File: config.mk
export PLATFORM = sky130hd
export DESIGN_NAME = pipeline_reg_skid
export DESIGN_NICKNAME = d
export VERILOG_FILES = /design/src/rtl/pipeline_reg_skid.sv
export SDC_FILE = /design/constraint.sdc
export NUM_CORES = 1
export LEC_CHECK = 0
export CAP_MARGIN = 15
export CORE_UTILIZATION = 30
export CTS_CLUSTER_DIAMETER = 120
export DETAILED_ROUTE_END_ITERATION = 10
export DONT_BUFFER_PORTS = 1
export PLACE_DENSITY = 0.51
export SLEW_MARGIN = 20
export SYNTH_ARGS = -nofsm -noshare
export SYNTH_HDL_FRONTEND = slang
export SYNTH_SLANG_ARGS = --single-unit
File: constraint.sdc
create_clock -name CLK -period 1.95 [get_ports CLK]
set_clock_uncertainty 0.1 [all_clocks]
set_input_delay 0.0975 -clock CLK [delete_from_list [all_inputs] [get_ports CLK]]
set_output_delay 0.0975 -clock CLK [all_outputs]
set_load 0.02 [all_outputs]
File: src/rtl/pipeline_reg_skid.sv
// ---------------------------------------------------------------------------
// pipeline_reg_skid
//   One pipeline register stage between two processor stages. The payload is
//   an opaque DATA_WIDTH vector that each stage packs its fields into. A
//   one-entry skid register sits beside the main register, so IN_READY is a
//   pure function of local state and never looks at OUT_READY. Back-pressure
//   therefore never ripples combinationally up the pipeline.
//
// Handshake (both sides): a payload moves on a rising edge exactly when
//   VALID and READY are both high in the cycle before that edge. VALID never
//   waits on READY. Once VALID is raised, the payload stays stable until it
//   is taken. The only exceptions are RESET and FLUSH, which drop every held
//   payload. BUSY_WAIT blocks transfers on both sides and freezes all state.
//
// Ports
//   CLK        rising-edge clock
//   RESET      asynchronous, active-high reset
//   BUSY_WAIT  global stall; no transfers, all registers hold
//   FLUSH      synchronous squash; wins over BUSY_WAIT and the handshakes
//   IN_VALID   upstream payload valid
//   IN_READY   stage can accept a payload this cycle
//   IN_DATA    upstream payload
//   OUT_VALID  OUT_DATA holds a valid payload (registered)
//   OUT_READY  downstream accepts the payload
//   OUT_DATA   registered payload to the next stage
//   OCCUPANCY  number of payloads held: 0, 1 or 2 (registered)
//   STATE_DBG  current state {main_valid, skid_valid}, for observation only
// ---------------------------------------------------------------------------
module pipeline_reg_skid #(
  parameter int                    DATA_WIDTH        = 32,
  parameter logic [DATA_WIDTH-1:0] RESET_VALUE       = '0,
  parameter bit                    FLUSH_CLEARS_DATA = 1'b1
) (
  input  logic                  CLK,
  input  logic                  RESET,
  input  logic                  BUSY_WAIT,
  input  logic                  FLUSH,
  input  logic                  IN_VALID,
  output logic                  IN_READY,
  input  logic [DATA_WIDTH-1:0] IN_DATA,
  output logic                  OUT_VALID,
  input  logic                  OUT_READY,
  output logic [DATA_WIDTH-1:0] OUT_DATA,
  output logic [1:0]            OCCUPANCY,
  output logic [1:0]            STATE_DBG
);

  // The encoding is {main_valid, skid_valid}. The two valid flags are read
  // straight from the state bits.
  typedef enum logic [1:0] {
    ST_EMPTY = 2'b00,
    ST_FULL  = 2'b10,
    ST_SKID  = 2'b11
  } state_e;

  state_e                  state_q, state_d;
  logic [DATA_WIDTH-1:0]   main_q, main_d;
  logic [DATA_WIDTH-1:0]   skid_q, skid_d;
  logic [1:0]              occ_q, occ_d;

  logic main_valid;
  logic skid_valid;
  logic in_ready;
  logic in_xfer;
  logic out_xfer;

  assign main_valid = state_q[1];
  assign skid_valid = state_q[0];

  // IN_READY is held low during RESET. This avoids a transfer that looks
  // accepted upstream while the stage is being cleared.
  assign in_ready = ~skid_valid & ~BUSY_WAIT & ~FLUSH & ~RESET;
  assign in_xfer  = IN_VALID & in_ready;
  assign out_xfer = main_valid & OUT_READY & ~BUSY_WAIT;

  always_comb begin
    state_d = state_q;
    main_d  = main_q;
    skid_d  = skid_q;
    if (FLUSH) begin
      state_d = ST_EMPTY;
      if (FLUSH_CLEARS_DATA) begin
        main_d = RESET_VALUE;
        skid_d = RESET_VALUE;
      end
    end else begin
      case (state_q)
        ST_EMPTY: begin
          if (in_xfer) begin
            state_d = ST_FULL;
            main_d  = IN_DATA;
          end
        end
        ST_FULL: begin
          if (in_xfer && out_xfer) begin
            main_d = IN_DATA;
          end else if (out_xfer) begin
            state_d = ST_EMPTY;
          end else if (in_xfer) begin
            // Downstream stalled while a new payload arrived. Park the new
            // payload in the skid register so OUT_DATA does not change.
            state_d = ST_SKID;
            skid_d  = IN_DATA;
          end
        end
        ST_SKID: begin
          // IN_READY is low here, so the only possible event is a drain.
          if (out_xfer) begin
            state_d = ST_FULL;
            main_d  = skid_q;
          end
        end
        default: state_d = ST_EMPTY;
      endcase
    end
    occ_d = {1'b0, state_d[1]} + {1'b0, state_d[0]};
  end

  always_ff @(posedge CLK or posedge RESET) begin
    if (RESET) begin
      state_q <= ST_EMPTY;
      main_q  <= RESET_VALUE;
      skid_q  <= RESET_VALUE;
      occ_q   <= 2'd0;
    end else begin
      state_q <= state_d;
      main_q  <= main_d;
      skid_q  <= skid_d;
      occ_q   <= occ_d;
    end
  end

  assign IN_READY  = in_ready;
  assign OUT_VALID = main_valid;
  assign OUT_DATA  = main_q;
  assign OCCUPANCY = occ_q;
  assign STATE_DBG = state_q;

endmodule
==> impl_metrics.yaml <==
logic_synthesis:
  synth-main-ff-cell: "dfrtp_1"
  avgSynthCellArea_um2: 10.88
  netlist_area_mm2: 0.003406
  yosysWarningCount: 0
  yosysMostFrequentCell: "dfrtp_1"
  seq_area_frac_synth_pct: 49.96
  syn_nets: 352
  synthDistinctLibCells: 26
  synth_seq_cells: 68
  synth_commonest_cells: "68 x dfrtp_1, 49 x nand2b_1, 34 x nand2_1, 32 x mux2i_1, 32 x o21ai_0"
  synth.top_cell.area_share_pct: 49.96
  netlist_top_cells_area: "dfrtp_1 50%, mux2i_1 9.4%, nand2b_1 9.0%"
  synthArstFlopShare_pct: 100.0
  synth_edf_count: 0
  yosysTopAreaCell: "dfrtp_1"
  syn_inst: 313
worst_hold_path:
  hold_path.class: "input pin to flip-flop"
detailed_routing:
  routedWlPerCell_um: 16.07
  finalWirelength_um: 7796
  ant_nets: 0
  drt_iter0_drc: 159
  drtPass1Iterations: 4
  vias_per_cell: 4.909
  drcViolationCount: 0
  vias: 2381
timing:
  fin_ws_ps: 148.5
  rsz0062_at_grt: "no"
  finalMaxSlewViolations: 0
  fmax_mhz: 555.1
  slew_headroom_pct: 67.97
  layout_min_cycle_time_ps: 1801
  fin_crit_sh_pct: 92.38
  tns_ps: 0
  finalHoldViolations: 0
  worst_slew_pin_slew_ps: 480.5
  setup_violations: 0
worst_setup_path:
  cp-start-kind: "flip-flop"
  crit_path_max_incr_delay_ps: 580
  cp.arrival_ps: 1910
  critical_path_peak_fanout: 12
  crit_chain: "nand2_4 > buf_4 > a31oi_1 > dlygate4sd3_1"
  worstPathRequired_ps: 2050
  slowest_stage: "dlygate4sd3_1"
  end_kind: "flip-flop"
  path_class: "flip-flop to flip-flop"
cts:
  clockBufferDepth: 2
  cts_made_buffers: 9
  h-tree-depth: 3
  cts_tree: "built"
  cts_root_buffer: "clkbuf_16"
  worstSkewPairLatency_ps: 330
  clk_pin_slew_ps: 50
  cts_sinks: 68
die:
  die_w_um: 108.6
  core_area_mm2: 0.01094
  initial_core_util_pct: 31.14
  die_h_um: 108.6
  rows: 38
  design.die.area_mm2: 0.01178
  io_pins: 76
placement:
  dp_slack_ps: 228.2
  hpwl_um: 4747
  gp_congestion: 0.7080
  io_buffers: 0
finish:
  syn_to_final_growth_pct: 23.26
  insertedDiodeCount: 0
  fin_nets: 380
  fin_util_pct: 38.39
  drive_above_1_share_pct: 13.04
  fill_cells: 1129
global_routing:
  antenna_found_initial: 0
  grt_pass1_wl_um: 12700
  grt_pass1_vias: 2485
  grt_max_degree: 84
  overflow: 0
  grt_usage_pct: 14.26
pwr:
  powerDensity_mw_per_mm2: 767.5
  p_leak_nw: 1.912
  peakVddDrop_uv: 529.0
run_status:
  status: "finished clean"
job:
  maxCapViolCount: 0
[final cells by class]
cell class / instances / area [um2] / area share [%]
clock buffers: 13 / 260.3 / 6.200
clock inverters: 2 / 10.01 / 0.2384
flip-flops and latches: 68 / 1703 / 40.57
well taps: 140 / 175.2 / 4.173
multi-input cells: 213 / 1529 / 36.42
inverters: 2 / 7.507 / 0.1788
repair buffers: 47 / 513.0 / 12.22
[cells in the final DEF (no fill, tap or decap), types with 3 or more instances in the layout]
master         synthesis  layout
a21oi_1               16      16
a311oi_1              16      16
buf_12                 0       4
buf_4                  5       6
clkbuf_16              0       9
dfrtp_1               68      67
dlygate4sd3_1          0      36
mux2i_1               32      32
nand2_1               34      34
nand2_4                3       3
nand2b_1              49      49
nor2_1                 4       4
o21ai_0               32      32
o32ai_1                6       6
o32ai_2               10      10
[stage by stage]
step / cells / instance area, um2 / total power [mW] / hold slack [ps]
final: 485 / 4198 / 3.222 / 13.49
after global routing: 485 / 4198 / 3.377 / 24.43
after CTS: 485 / 4192 / 3.288 / 10.72
after detailed placement: 433 / 3533 / 1.675 / 11.82
after global placement: 433 / 3533 / 1.673 / 10.79
after floorplan: 313 / 3406 / 1.652 / 114.3
[where the power goes]
group          internal, mW  switching (mW)  total, mW
Combinational         0.127           0.145      0.272
Clock                 0.918           0.558       1.48
Sequential             1.43          0.0398       1.47
Total                  2.48           0.743       3.22
[critical path: cells and delay by family, from the launching register on]
family	cells	cell delay, ps
AO/OA/AOI/OAI	1	160
AND/OR/NAND/NOR	1	130
buffers and inverters	2	830
flip-flops	1	470
[sequential cells by signal, summed over array words and instances (netlist names)]
name and count:
OUT_DATA 32, skid_q 32, OCCUPANCY 2, STATE_DBG 2
[final timing paths]
check | startpoint | end | slack (ps) | depth (start not counted)
worst max-delay path | STATE_DBG[1]$_DFF_PP0_ | STATE_DBG[1]$_DFF_PP0_ | 150 | 4
worst min-delay path | IN_DATA[12] | OUT_DATA[12]$_DFFE_PP0P_ | 10 | 2
worst max register to register | STATE_DBG[1]$_DFF_PP0_ | STATE_DBG[1]$_DFF_PP0_ | 150 | 4
worst min register to register | skid_q[31]$_DFFE_PP0P_ | skid_q[31]$_DFFE_PP0P_ | 440 | 2
max in group asynchronous | RESET | skid_q[17]$_DFFE_PP0P_ | 1120 | 3
min in group asynchronous | RESET | skid_q[1]$_DFFE_PP0P_ | 270 | 3
[routing by layer]
layer	global-route usage, %	share of wire, %	up-vias
met3	6.088	7.4	8
met2	24.14	49	68
met1	16.32	43	1136
li1	-	-	1169
met4	4.054	1.1	0
met5	0	0	-
[kinds of logic (layout without fill, tap and decap cells)]
logic type,after synthesis,count (layout),share of synthesized area [%]
AOI/OAI and AO/OA,83,83,19.10
adders and majority gates,1,1,0.3673
buffers and inverters,32,64,5.327
DFF,68,68,49.96
muxes,32,32,9.405
and+or+nand+nor,97,97,15.83
[timing repair]
item | CTS | global route
hold buffers | 37 | 0
gates resized for setup | 0 | 2
setup endpoints to repair | 0 | 1
endpoints found under the hold margin | 135 | 0
setup buffers | 0 | 0
(Power assumes the default switching activity.)
